### src/rtl/imem_loader_pkg.sv
// imem_loader_pkg
// Shared types and constants for the instruction-memory loader.
//   state_t          : loader FSM states
//   IMEM_LAST_ADDR   : byte address of the final word slot (64 x 32-bit words)
//   IMEM_WORDS       : number of word slots in the instruction memory
//   WCNT_W           : width of a counter that can hold 0..IMEM_WORDS
//   DEFAULT_END_WORD : default terminator word that ends a load
package imem_loader_pkg;

    typedef enum logic [2:0] {
        IDLE    = 3'd0,
        COLLECT = 3'd1,
        WRITE   = 3'd2,
        CHECK   = 3'd3,
        DONE    = 3'd4
    } state_t;

    localparam logic [7:0]  IMEM_LAST_ADDR   = 8'hFC;
    localparam int          IMEM_WORDS       = 64;
    localparam int          WCNT_W           = $clog2(IMEM_WORDS + 1);
    localparam logic [31:0] DEFAULT_END_WORD = 32'h11111111;

endpackage

### src/rtl/imem_loader_assembler.sv
// word_assembler
// Packs a stream of bytes into a 32-bit little-endian word: the k-th accepted
// byte lands in word[8k+7:8k]. Used by the loader for both instruction words
// and the trailing checksum.
// Ports:
//   clk, rst_n     : clock, asynchronous active-low reset
//   clear          : drop any partial word and restart at byte lane 0
//   byte_en        : a byte is transferred this cycle
//   byte_data      : the transferred byte
//   word           : lane contents including this cycle's byte, so the full
//                    word is available in the same cycle as word_complete
//   word_complete  : the 4th byte of a word is being transferred this cycle
module word_assembler (
    input  logic        clk,
    input  logic        rst_n,
    input  logic        clear,
    input  logic        byte_en,
    input  logic [7:0]  byte_data,
    output logic [31:0] word,
    output logic        word_complete
);

    logic [1:0]  idx_reg;
    logic [1:0]  idx_next;
    logic [31:0] lanes_reg;
    logic [31:0] lanes_next;

    genvar gi;
    generate
        for (gi = 0; gi < 4; gi++) begin : g_lane
            assign lanes_next[gi*8 +: 8] =
                clear                                  ? 8'h00     :
                (byte_en && (idx_reg == 2'(gi)))       ? byte_data :
                                                         lanes_reg[gi*8 +: 8];
        end
    endgenerate

    // The index wraps 3 -> 0 naturally, so no explicit restart is needed
    // between consecutive words.
    assign idx_next      = clear ? 2'd0 : (byte_en ? idx_reg + 2'd1 : idx_reg);
    assign word          = lanes_next;
    assign word_complete = byte_en && !clear && (idx_reg == 2'd3);

    always_ff @(posedge clk or negedge rst_n) begin
        if (!rst_n) begin
            idx_reg   <= 2'd0;
            lanes_reg <= 32'h0;
        end else begin
            idx_reg   <= idx_next;
            lanes_reg <= lanes_next;
        end
    end

endmodule

### src/rtl/imem_loader.sv
// imem_loader
// Receives a byte stream from a host link, packs it into 32-bit words and
// writes them to the instruction memory at consecutive word-aligned byte
// addresses starting at BASE_ADDR. The processor is stalled (busy) while the
// load runs. The load ends after the terminator word has been written, or
// with err_full after the last word slot has been written.
// Optional build macro IMEM_LOADER_CHECKSUM_EN: after the terminator word,
// four more bytes are collected as a checksum and compared against the XOR
// of every written word; err_csum flags a mismatch. Without the macro there
// is no checksum phase and err_csum is constant 0.
// Ports:
//   clk, rst_n        : clock, asynchronous active-low reset
//   start             : begins a load (honoured only when not busy)
//   byte_valid/data   : incoming byte stream
//   byte_ready        : loader accepts a byte this cycle
//   wr_en/addr/data   : instruction-memory write port, one strobe per word
//   busy              : processor stall while loading
//   done              : load finished, held until next start
//   err_full          : memory filled without a terminator
//   err_csum          : checksum mismatch
//   words_loaded      : number of words written (0..64)
module imem_loader
    import imem_loader_pkg::*;
#(
    parameter int                ADDR_W    = 8,
    parameter logic [ADDR_W-1:0] BASE_ADDR = '0,
    parameter logic [31:0]       END_WORD  = DEFAULT_END_WORD
) (
    input  logic              clk,
    input  logic              rst_n,
    input  logic              start,
    input  logic              byte_valid,
    input  logic [7:0]        byte_data,
    output logic              byte_ready,
    output logic              wr_en,
    output logic [ADDR_W-1:0] wr_addr,
    output logic [31:0]       wr_data,
    output logic              busy,
    output logic              done,
    output logic              err_full,
    output logic              err_csum,
    output logic [6:0]        words_loaded
);

    localparam logic [ADDR_W-1:0] LAST_ADDR = ADDR_W'(IMEM_LAST_ADDR);
    localparam logic [ADDR_W-1:0] WORD_STEP = ADDR_W'(4);

    state_t              state_reg;
    state_t              state_next;
    logic [ADDR_W-1:0]   addr_reg;
    logic [ADDR_W-1:0]   addr_next;
    logic [ADDR_W-1:0]   wr_addr_reg;
    logic [ADDR_W-1:0]   wr_addr_next;
    logic [31:0]         wr_data_reg;
    logic [31:0]         wr_data_next;
    logic [WCNT_W-1:0]   words_reg;
    logic [WCNT_W-1:0]   words_next;
    logic                done_reg;
    logic                done_next;
    logic                err_full_reg;
    logic                err_full_next;

    logic                asm_clear;
    logic                asm_byte_en;
    logic [31:0]         asm_word;
    logic                asm_complete;

`ifdef IMEM_LOADER_CHECKSUM_EN
    logic [31:0]         xor_reg;
    logic [31:0]         xor_next;
    logic                err_csum_reg;
    logic                err_csum_next;
`endif

    // Handshake-side outputs depend only on the registered state so the
    // byte transfer never loops back through the next-state logic.
`ifdef IMEM_LOADER_CHECKSUM_EN
    assign byte_ready = (state_reg == COLLECT) || (state_reg == CHECK);
    assign busy       = (state_reg == COLLECT) || (state_reg == WRITE) ||
                        (state_reg == CHECK);
    assign err_csum   = err_csum_reg;
`else
    assign byte_ready = (state_reg == COLLECT);
    assign busy       = (state_reg == COLLECT) || (state_reg == WRITE);
    assign err_csum   = 1'b0;
`endif
    assign wr_en        = (state_reg == WRITE);
    assign wr_addr      = wr_addr_reg;
    assign wr_data      = wr_data_reg;
    assign done         = done_reg;
    assign err_full     = err_full_reg;
    assign words_loaded = words_reg;

    assign asm_byte_en  = byte_valid && byte_ready;

    word_assembler u_asm (
        .clk           (clk),
        .rst_n         (rst_n),
        .clear         (asm_clear),
        .byte_en       (asm_byte_en),
        .byte_data     (byte_data),
        .word          (asm_word),
        .word_complete (asm_complete)
    );

    always_comb begin
        state_next    = state_reg;
        addr_next     = addr_reg;
        wr_addr_next  = wr_addr_reg;
        wr_data_next  = wr_data_reg;
        words_next    = words_reg;
        done_next     = done_reg;
        err_full_next = err_full_reg;
        asm_clear     = 1'b0;
`ifdef IMEM_LOADER_CHECKSUM_EN
        xor_next      = xor_reg;
        err_csum_next = err_csum_reg;
`endif

        case (state_reg)
            IDLE, DONE: begin
                if (start) begin
                    state_next    = COLLECT;
                    addr_next     = BASE_ADDR;
                    words_next    = '0;
                    done_next     = 1'b0;
                    err_full_next = 1'b0;
                    asm_clear     = 1'b1;
`ifdef IMEM_LOADER_CHECKSUM_EN
                    xor_next      = 32'h0;
                    err_csum_next = 1'b0;
`endif
                end
            end

            COLLECT: begin
                // Capture address and word on the 4th handshake so the write
                // port holds them through WRITE and keeps them afterwards.
                if (asm_complete) begin
                    state_next   = WRITE;
                    wr_addr_next = addr_reg;
                    wr_data_next = asm_word;
                end
            end

            WRITE: begin
                words_next = words_reg + WCNT_W'(1);
`ifdef IMEM_LOADER_CHECKSUM_EN
                xor_next   = xor_reg ^ wr_data_reg;
`endif
                if (wr_data_reg == END_WORD) begin
`ifdef IMEM_LOADER_CHECKSUM_EN
                    state_next = CHECK;
`else
                    state_next = DONE;
                    done_next  = 1'b1;
`endif
                end else if (addr_reg == LAST_ADDR) begin
                    // No wrap-around: a full memory without terminator ends
                    // the load with an error.
                    state_next    = DONE;
                    done_next     = 1'b1;
                    err_full_next = 1'b1;
                end else begin
                    state_next = COLLECT;
                    addr_next  = addr_reg + WORD_STEP;
                end
            end

`ifdef IMEM_LOADER_CHECKSUM_EN
            CHECK: begin
                // xor_reg already includes the terminator word, which was
                // folded in during the preceding WRITE cycle.
                if (asm_complete) begin
                    state_next    = DONE;
                    done_next     = 1'b1;
                    err_csum_next = (asm_word != xor_reg);
                end
            end
`endif

            default: begin
                state_next = IDLE;
            end
        endcase
    end

    always_ff @(posedge clk or negedge rst_n) begin
        if (!rst_n) begin
            state_reg    <= IDLE;
            addr_reg     <= BASE_ADDR;
            wr_addr_reg  <= '0;
            wr_data_reg  <= 32'h0;
            words_reg    <= '0;
            done_reg     <= 1'b0;
            err_full_reg <= 1'b0;
`ifdef IMEM_LOADER_CHECKSUM_EN
            xor_reg      <= 32'h0;
            err_csum_reg <= 1'b0;
`endif
        end else begin
            state_reg    <= state_next;
            addr_reg     <= addr_next;
            wr_addr_reg  <= wr_addr_next;
            wr_data_reg  <= wr_data_next;
            words_reg    <= words_next;
            done_reg     <= done_next;
            err_full_reg <= err_full_next;
`ifdef IMEM_LOADER_CHECKSUM_EN
            xor_reg      <= xor_next;
            err_csum_reg <= err_csum_next;
`endif
        end
    end

endmodule
### config.mk
export PLATFORM = sky130hd
export DESIGN_NAME = imem_loader
export DESIGN_NICKNAME = d
export VERILOG_FILES = /design/src/rtl/imem_loader_pkg.sv /design/src/rtl/imem_loader_assembler.sv /design/src/rtl/imem_loader.sv
export SDC_FILE = /design/constraint.sdc
export NUM_CORES = 1
export LEC_CHECK = 0
export ABC_AREA = 1
export ABC_CLOCK_PERIOD_IN_PS = 2400
export CORE_UTILIZATION = 57
export DETAILED_ROUTE_END_ITERATION = 10
export GPL_TIMING_DRIVEN = 0
export PLACE_DENSITY = 0.85
export SETUP_SLACK_MARGIN = 0.2
export SYNTH_ARGS = -nofsm -noshare
export SYNTH_HDL_FRONTEND = slang
export SYNTH_SLANG_ARGS = --single-unit
### constraint.sdc
create_clock -name clk -period 2.4 [get_ports clk]
set_input_delay 0.48 -clock clk [delete_from_list [all_inputs] [get_ports clk]]
set_output_delay 0.48 -clock clk [all_outputs]
set_load 0.005 [all_outputs]
==> key figures, run 1 <==
STA
  • Clk_skew: 0.0103 ns
  • Setup TNS: 0 ns
  • Final min period: 2.11 ns
  • RSZ-0062 raised after global routing: no
  • Slew Limit Fails: 0
  • Final worst setup slack: 0.287 ns
  • FMAX: 473 MHz
  • Final period util: 88.1%
  • Final Hold Viols: 0
  • Final setup vio count: 0
  • Worst Hold Margin: 0.0601 ns

Finish
  • Post-Route Utilization: 75.1%
  • Final #Nets: 564
  • Layout area overhead: 24.8%
  • Fill count: 482
  • Final instance area: 4880 µm²
  • Area of the multi-input gates: 1420 µm²
  • Antenna cells: 0
  • Non-Filler Instances: 627
  • Sequential cell area: 2050 µm²
  • Max reg flops: 32
  • Layout cells sized above 1: 10.9%

Placed design
  • Pre-CTS WS: 0.204 ns
  • DP Area: 4650 µm²
  • DP HPWL: 6480 µm
  • Placed cell count: 609
  • Final estimated routing congestion in global placement: 0.881
  • Port Buffers: 61

Drt
  • Post-route ant nets: 0
  • WL final: 9120 µm
  • Residual DRC count: 3
  • DR vias/cell: 5.34
  • Pre-Repair DR Iteration Count: 7
  • Initial DRC Count: 224
  • Routed wire length per instance: 14.5 µm
  • Routed vias: 3346

GRT
  • GRT Total Usage: 27.3%
  • First-pass GRT wire length: 15200 µm
  • Initial antenna violation count: 0
  • Total congestion overflow: 0
  • Largest net degree at the start of global routing: 52
  • Vias in the first global route: 3154

Synthesis
  • Top-area cell type share of the netlist area: 52.5%
  • EDFF count, synth: 0
  • Number of synthesized register bits: 82
  • Synth top cells by count: nand2_1, dfrtp_1, inv_1, nor2_1, o21ai_0
  • FFs w/ async S/R, synth: 100%
  • Ys flop type: dfrtp_1
  • Synthesized area: 3910 µm²
  • Top cells by area, synth: dfrtp_1, nand2_1, inv_1, o21ai_0, nand4_1
  • Synth unique cells: 30
  • Synthesis warning total: 0
  • Most numerous cell in the Yosys netlist: nand2_1
  • Seq/Total Area, Yosys: 52.5%
  • Post-Syn Instances: 468
  • Largest area contributor in the netlist: dfrtp_1
  • Synth Area per Inst: 8.36 µm²

Clocking
  • CTS tree: done
  • CTS Buf Count: 9
  • Clock transition at path regs: 0.08 ns
  • CTS max path bufs: 2
  • Clock latency at the later pin of the worst-skew pair: 0.36 ns
  • CTS sink cnt: 82
  • Clock root cell: clkbuf_8
  • H-tree depth: 3
  • # hold bufs at CTS: 0

Critical path
  • R2r setup slk: 0.64 ns
  • Worst Path Arrival: 1.63 ns
  • Max stage delay cell, worst path: clkdlybuf4s50_1
  • Worst Setup Start Kind: register
  • Critical path peak fanout: 3
  • Worst-path cell chain: inv_2, nor3_4, buf_6, clkdlybuf4s50_1
  • RR Endpoint: state_reg[0]
  • Worst Reg2Reg Path Length in Cells: 8
  • Top delay family on crit path: buffers and inverters
  • WP data required: 1.92 ns
  • CP Capture Type: primary output
  • CP Class: reg2out
  • Slowest stage delay, CP: 0.48 ns
  • Reg2reg start: wr_data[1]
  • Worst path bufs/invs: 3

Run
  • Total of max-cap violations: 0

Pwr
  • Leakage: 2.52 nW
  • Tot Pwr: 5.20 mW
  • Max VDD drop: 0.631 mV
  • PD cells: 1070 nW/µm²

Die
  • Die height: 84.8 µm
  • Total die area: 7200 µm²
  • Core Area: 6490 µm²
  • Row count: 29
  • Die width: 84.8 µm
  • Total I/O pin count: 65
  • Initial Utilization: 60.2%

Run status
  • Outcome: finished with violations
  • Failing checks: design-rule violations

Worst hold path
  • Worst hold path class: in2async
[per-layer routing]
metal	track usage, %	wire length [µm]	up-vias
met5	0	0	-
met4	11.4	218	0
met3	3.40	369	20
met2	44.9	4470	121
met1	37.1	4060	1585
li1	-	-	1620
[worst max-delay path by stage]
stage / start / to / slack, ns / cells past startpoint
3_5_place_dp: state_reg[0] / busy / 0.20 / 5
2_1_floorplan: state_reg[0] / busy / 0.85 / 4
4_1_cts: state_reg[1] / wr_en / 0.26 / 4
3_3_place_gp: rst_n / addr_reg[6] / -1.99 / 1
6_report: state_reg[1] / wr_en / 0.29 / 4
5_1_grt: state_reg[1] / wr_en / 0.21 / 4
[report_power, final]
group          internal, mW  switching, mW
clock                 0.537          0.506
combinational         0.996           1.00
sequential             1.87          0.284
[timing repair]
action	CTS	global route
setup endpoints to repair	2	0
setup buffers	2	0
gates resized for setup	5	0
[final cells by class]
cell class,count,share of cell area (%)
inverters,85,6.56
flip-flops and latches,82,42.1
plain buffers,19,2.79
multi-input cells,284,29.0
clock buffers,12,3.18
clock inverters,4,1.03
well taps,77,1.97
repair buffers,64,13.4
[cells by family after synthesis]
kind of cell | count (synthesis) | share of synthesized area [%]
AO/OA/AOI/OAI | 50 | 7.71
AND/OR/NAND/NOR | 224 | 26.0
flip-flops | 82 | 52.5
adder cells (fa/ha/maj) | 7 | 2.24
buffers and inverters | 104 | 11.5
other | 1 | 0.0959
[cells in the final DEF (no fill, tap or decap), drive strengths merged, types with 7 or more instances in the layout]
master,instances
a21oi,11
o21ai,37
dfrtp,82
clkbuf,15
clkdlybuf4s50,59
nand3,21
nand2,128
and3,18
ha,7
inv,84
nand4,22
nor2,31
buf,20
No activity file was read; power rests on OpenSTA's default activity.
==> inputs of run 2 (changes only) <==
--- a/config.mk
+++ b/config.mk
@@ -8,8 +8,9 @@
 export ABC_AREA = 1
 export ABC_CLOCK_PERIOD_IN_PS = 2400
-export CORE_UTILIZATION = 57
+export CORE_UTILIZATION = 59
+export CTS_BUF_LIST = sky130_fd_sc_hd__clkbuf_8
 export DETAILED_ROUTE_END_ITERATION = 10
 export GPL_TIMING_DRIVEN = 0
-export PLACE_DENSITY = 0.85
+export PLACE_DENSITY = 0.87
 export SETUP_SLACK_MARGIN = 0.2
 export SYNTH_ARGS = -nofsm -noshare
==> constraint.sdc (replaced) <==
create_clock -name clk -period 2.4 [get_ports clk]
set_input_delay 0.6 -clock clk [delete_from_list [all_inputs] [get_ports clk]]
set_output_delay 0.6 -clock clk [all_outputs]
set_load 0.005 [all_outputs]
==> key figures, run 2 (synthesized netlist as in run 1, its figures left out) <==
Drt
  • Initial DRC Count: 228 (+1.8%)
  • Routed wire length per instance: 14.7 µm (+0.81%)
  • Residual DRC count: 0 (-3)
  • WL final: 9220 µm (+1.1%)
  • Pre-Repair DR Iteration Count: 5 (-2)
  • Routed vias: 3404 (+1.7%)
  • DR vias/cell: 5.41 (+1.4%)
  • Post-route ant nets: 0 (unchanged)

Die
  • Total die area: 6960 µm² (-3.3%)
  • Die width: 83.4 µm (-1.7%)
  • Die height: 83.4 µm (-1.7%)
  • Total I/O pin count: 65 (unchanged)
  • Initial Utilization: 61.2% (+1.0 points)
  • Row count: 29 (unchanged)
  • Core Area: 6390 µm² (-1.7%)

STA
  • Final period util: 89.7% (+1.7 points)
  • Final min period: 2.15 ns (+0.0400 ns)
  • Clk_skew: 0.00687 ns (-0.00345 ns)
  • RSZ-0062 raised after global routing: yes
  • Slew Limit Fails: 0 (unchanged)
  • Final Hold Viols: 0 (unchanged)
  • Setup TNS: 0 ns (unchanged)
  • Final setup vio count: 0 (unchanged)
  • FMAX: 464 MHz (-1.9%)

Critical path
  • WP data required: 1.80 ns (-0.12 ns)
  • Slowest stage delay, CP: 0.50 ns (+0.02 ns)
  • Max stage delay cell, worst path: clkdlybuf4s50_1
  • Critical path peak fanout: 4 (+1)
  • Worst-path cell chain: inv_2, nand3_4, inv_1, clkdlybuf4s50_1
  • Worst Path Arrival: 1.55 ns (-0.08 ns)
  • CP Capture Type: primary output
  • Worst Setup Start Kind: register
  • Worst path bufs/invs: 3 (unchanged)
  • Top delay family on crit path: buffers and inverters
  • CP Class: reg2out

Finish
  • Final #Nets: 566 (+0.35%)
  • Antenna cells: 0 (unchanged)
  • Non-Filler Instances: 629 (+0.32%)
  • Layout cells sized above 1: 11.4% (+0.50 points)
  • Sequential cell area: 2050 µm² (unchanged)
  • Commonest cells after routing, fill and taps aside: nand2_1, dfrtp_1, inv_1
  • Most common cell after layout, fill and taps aside: nand2_1
  • Fill count: 470 (-2.5%)
  • Post-Route Utilization: 76.9% (+1.8 points)
  • Max reg flops: 32 (unchanged)
  • Final instance area: 4910 µm² (+0.64%)
  • Layout area overhead: 25.6%
  • Area of the multi-input gates: 1420 µm² (+0.53%)

Run
  • Total of max-cap violations: 0 (unchanged)

GRT
  • GRT Total Usage: 28.7% (+1.4 points)
  • First-pass GRT wire length: 15600 µm (+3.0%)
  • Total congestion overflow: 0 (unchanged)
  • Initial antenna violation count: 0 (unchanged)
  • Largest net degree at the start of global routing: 53 (+1.9%)
  • Vias in the first global route: 3407 (+8.0%)

Pwr
  • Tot Pwr: 5.28 mW (+1.5%)
  • PD cells: 1070 nW/µm² (+0.81%)
  • Max VDD drop: 0.629 mV (-0.39%)
  • Leakage: 2.55 nW (+1.2%)

Clocking
  • Clock latency at the later pin of the worst-skew pair: 0.35 ns (about the same)
  • CTS Buf Count: 9 (unchanged)
  • CTS tree: done
  • H-tree depth: 3 (unchanged)
  • CTS sink cnt: 82 (unchanged)
  • CTS max path bufs: 2 (unchanged)
  • Clock root cell: clkbuf_8
  • Clock transition at path regs: 0.08 ns (about the same)

Placed design
  • Final estimated routing congestion in global placement: 0.889 (+0.91%)
  • DP HPWL: 6470 µm (-0.20%)
  • Placed cell count: 609 (unchanged)
  • Port Buffers: 61 (unchanged)
  • DP Area: 4650 µm² (unchanged)

Run status
  • Outcome: finished, final reports clean

Worst hold path
  • Worst hold path class: in2async
run 2: per-stage QoR:
stage                     setup slack (ns)  hold slack [ns]
after global placement               -2.13            0.468
after floorplan                      0.732            0.304
after CTS                            0.221            0.179
final                                0.247            0.175
after detailed placement             0.104            0.472
after global routing                 0.197            0.198
run 2: cell type report:
class	instances	share of cell area, %
inverter	85	6.52
clock inverter	6	1.66
tap	77	1.96
sequential	82	41.8
buffer	19	2.70
timing repair buffer	66	13.6
clock buffer	10	2.80
multi-input combinational	284	29.0
run 2: metal layers:
layer	share of wire [%]	global-route usage, %	vias up
met5	0	0	-
met4	3.2	16.0	0
met3	6.1	4.97	28
met2	49	45.8	152
met1	42	37.4	1609
li1	-	-	1615
run 2: path summary, 6_finish.rpt:
path                       slack [ns]         start           end  cells past startpoint
min in group clk                 0.49    wr_addr[3]    wr_addr[3]                      2
min                              0.18         rst_n    wr_data[3]                      1
max                              0.25  state_reg[2]    byte_ready                      4
max reg2reg                      0.64  state_reg[2]  state_reg[0]                      7
max in group asynchronous        1.64         rst_n   wr_data[11]                      2
min reg2reg                      0.49    wr_addr[3]    wr_addr[3]                      2
run 2: worst register-to-register path, cell delays in order, from the launching register on:
cell and delay, ns:
dfrtp_1 0.43, nor3_4 0.23, buf_4 0.14, buf_6 0.08, buf_4 0.15, nand3_1 0.25
nand3_2 0.23, o21ai_0 0.12
run 2: power breakdown:
part           leakage, nW  switching (mW)  total [mW]  internal, mW
Clock                0.113           0.494        1.10         0.607
Sequential            1.05           0.276        2.15          1.87
Combinational         1.39            1.02        2.03          1.00
run 2: timing repair:
action / CTS / global route
pin swaps: 1 / 1
hold buffers: 0 / 0
setup buffers: 3 / 1
endpoints found under the setup margin: 3 / 2
resized for setup: 6 / 1
==> inputs of run 3 (changes only) <==
Settings changed: ABC_CLOCK_PERIOD_IN_PS 2400 to 1900, CORE_UTILIZATION 59 to 50, PLACE_DENSITY 0.87 to 0.79.
Clock period 2.4 ns to 1.9 ns, I/O delays scaled along.
==> key figures, run 3 (synthesized netlist as in run 1, its figures left out) <==
GRT
  • Initial antenna violation count: 0 (unchanged)
  • Vias in the first global route: 3257 (-4.4%)
  • Total congestion overflow: 0 (unchanged)
  • Largest net degree at the start of global routing: 54 (+1.9%)
  • GRT Total Usage: 24.4% (-4.3 points)
  • First-pass GRT wire length: 15700 µm (+0.49%)

Clocking
  • # hold bufs at CTS: 0 (unchanged)
  • Clock transition at path regs: 0.08 ns (about the same)
  • CTS Buf Count: 9 (unchanged)
  • Clock root cell: clkbuf_8
  • H-tree depth: 3 (unchanged)
  • CTS tree: done
  • CTS sink cnt: 82 (unchanged)
  • CTS max path bufs: 2 (unchanged)
  • Clock latency at the later pin of the worst-skew pair: 0.34 ns (about the same)

Die
  • Die width: 90.4 µm (+8.4%)
  • Die height: 90.4 µm (+8.4%)
  • Row count: 31 (+6.9%)
  • Core Area: 7410 µm² (+16%)
  • Initial Utilization: 52.8% (-8.5 points)
  • Total I/O pin count: 65 (unchanged)
  • Total die area: 8180 µm² (+18%)

STA
  • FMAX: 543 MHz
  • Final setup vio count: 0 (unchanged)
  • Final min period: 1.84 ns
  • Final Hold Viols: 0 (unchanged)
  • Clk_skew: 0.00750 ns (+0.000629 ns)
  • Final period util: 96.9%
  • Slew Limit Fails: 0 (unchanged)
  • RSZ-0062 raised after global routing: yes

Placed design
  • DP Area: 4680 µm² (+0.59%)
  • DP HPWL: 6490 µm (+0.30%)
  • Port Buffers: 61 (unchanged)
  • Final estimated routing congestion in global placement: 0.912 (+2.6%)

Finish
  • Commonest cells after routing, fill and taps aside: nand2_1, dfrtp_1, inv_1
  • Max reg flops: 32 (unchanged)
  • Most common cell after layout, fill and taps aside: nand2_1
  • Fill count: 570 (+21%)
  • Layout cells sized above 1: 16.8% (+5.4 points)
  • Post-Route Utilization: 71.0% (-5.9 points)
  • Antenna cells: 0 (unchanged)
  • Final instance area: 5260 µm² (+7.1%)
  • Sequential cell area: 2050 µm² (about the same)
  • Layout area overhead: 34.5%
  • Final #Nets: 593 (+4.8%)
  • Area of the multi-input gates: 1480 µm² (+3.7%)

Critical path
  • Worst Setup Start Kind: register
  • Reg2reg start: state_reg[1]
  • CP Capture Type: primary output
  • CP Class: reg2out
  • Crit path from: state_reg[1]
  • Worst Path Arrival: 1.37 ns (-0.18 ns)
  • Critical path peak fanout: 2 (-2)
  • WP data required: 1.42 ns (-0.38 ns)

Drt
  • Residual DRC count: 0 (unchanged)
  • Metal1 wirelength: 4350 µm (+13%)
  • Routed vias: 3480 (+2.2%)
  • Pre-Repair DR Iteration Count: 4 (-1)
  • WL final: 9710 µm (+5.3%)
  • DR WL met3: 452 µm (-20%)
  • Routed wire length per instance: 14.4 µm (-2.0%)
  • Max Used Layer: met4
  • Initial DRC Count: 236 (+3.5%)
  • Post-route ant nets: 0 (unchanged)
  • DR vias/cell: 5.15 (-4.9%)
  • Metal2 WL: 4700 µm (+4.2%)

Pwr
  • Max VDD drop: 0.637 mV (+1.4%)
  • PD cells: 1280 nW/µm² (+19%)
  • Leakage: 3.12 nW (+22%)
  • Tot Pwr: 6.72 mW (+27%)

Run status
  • Outcome: finished, final reports clean

Run
  • Total of max-cap violations: 0 (unchanged)

Worst hold path
  • Worst hold path class: in2async
run 3: layout make-up:
class                      count  area share, %
sequential                    82           39.0
clock buffer                  11           2.88
clock inverter                 3          0.761
inverter                      85           6.37
timing repair buffer          93           17.8
tap                           99           2.35
multi-input combinational    284           28.1
buffer                        19           2.78
run 3: worst max-delay path, stage by stage (launching register included):
cell	delay, ns
dfrtp_1	0.37
inv_2	0.06
nor3_4	0.20
buf_6	0.13
inv_4	0.03
buf_6	0.11
nand2_2	0.04
buf_2	0.10
run 3: where the power goes:
part	total (mW)	switching [mW]	internal, mW	leakage, nW
clock	1.26	0.601	0.661	0.101
combinational	2.76	1.42	1.34	1.97
sequential	2.69	0.323	2.37	1.05
total	6.72	2.34	4.37	3.12
run 3: path summary, 6_finish.rpt:
path / to / depth (start not counted) / slack [ns]
max reg2reg: wr_data[22] / 8 / 0.24
max in group asynchronous: state_reg[0] / 2 / 1.24
max: busy / 7 / 0.06
min: wr_data[3] / 1 / 0.05
min reg2reg: wr_addr[3] / 2 / 0.48
min in group clk: wr_addr[3] / 2 / 0.48
run 3: layer usage:
| layer | track usage (%) | up-vias |
|---|---|---|
| met5 | 0 | - |
| met4 | 9.95 | 0 |
| met3 | 3.20 | 18 |
| met2 | 39.8 | 124 |
| met1 | 33.0 | 1670 |
| li1 | - | 1668 |
run 3: metrics by stage:
stage	hold slack (ns)	setup slack, ns	setup TNS [ns]	instances
after floorplan	0.179	0.357	0	470
after global placement	0.470	-2.55	-209.76	630
after detailed placement	0.433	-0.278	-1.96	631
after CTS	0.0611	0.0565	0	667
after global routing	0.0722	-0.00488	-0.00488	676
final	0.0516	0.0598	0	676
run 3: timing repair:
item	CTS	global route
resized for setup	35	51
setup buffers	22	9
pin swaps	1	5
setup endpoints to repair	21	72
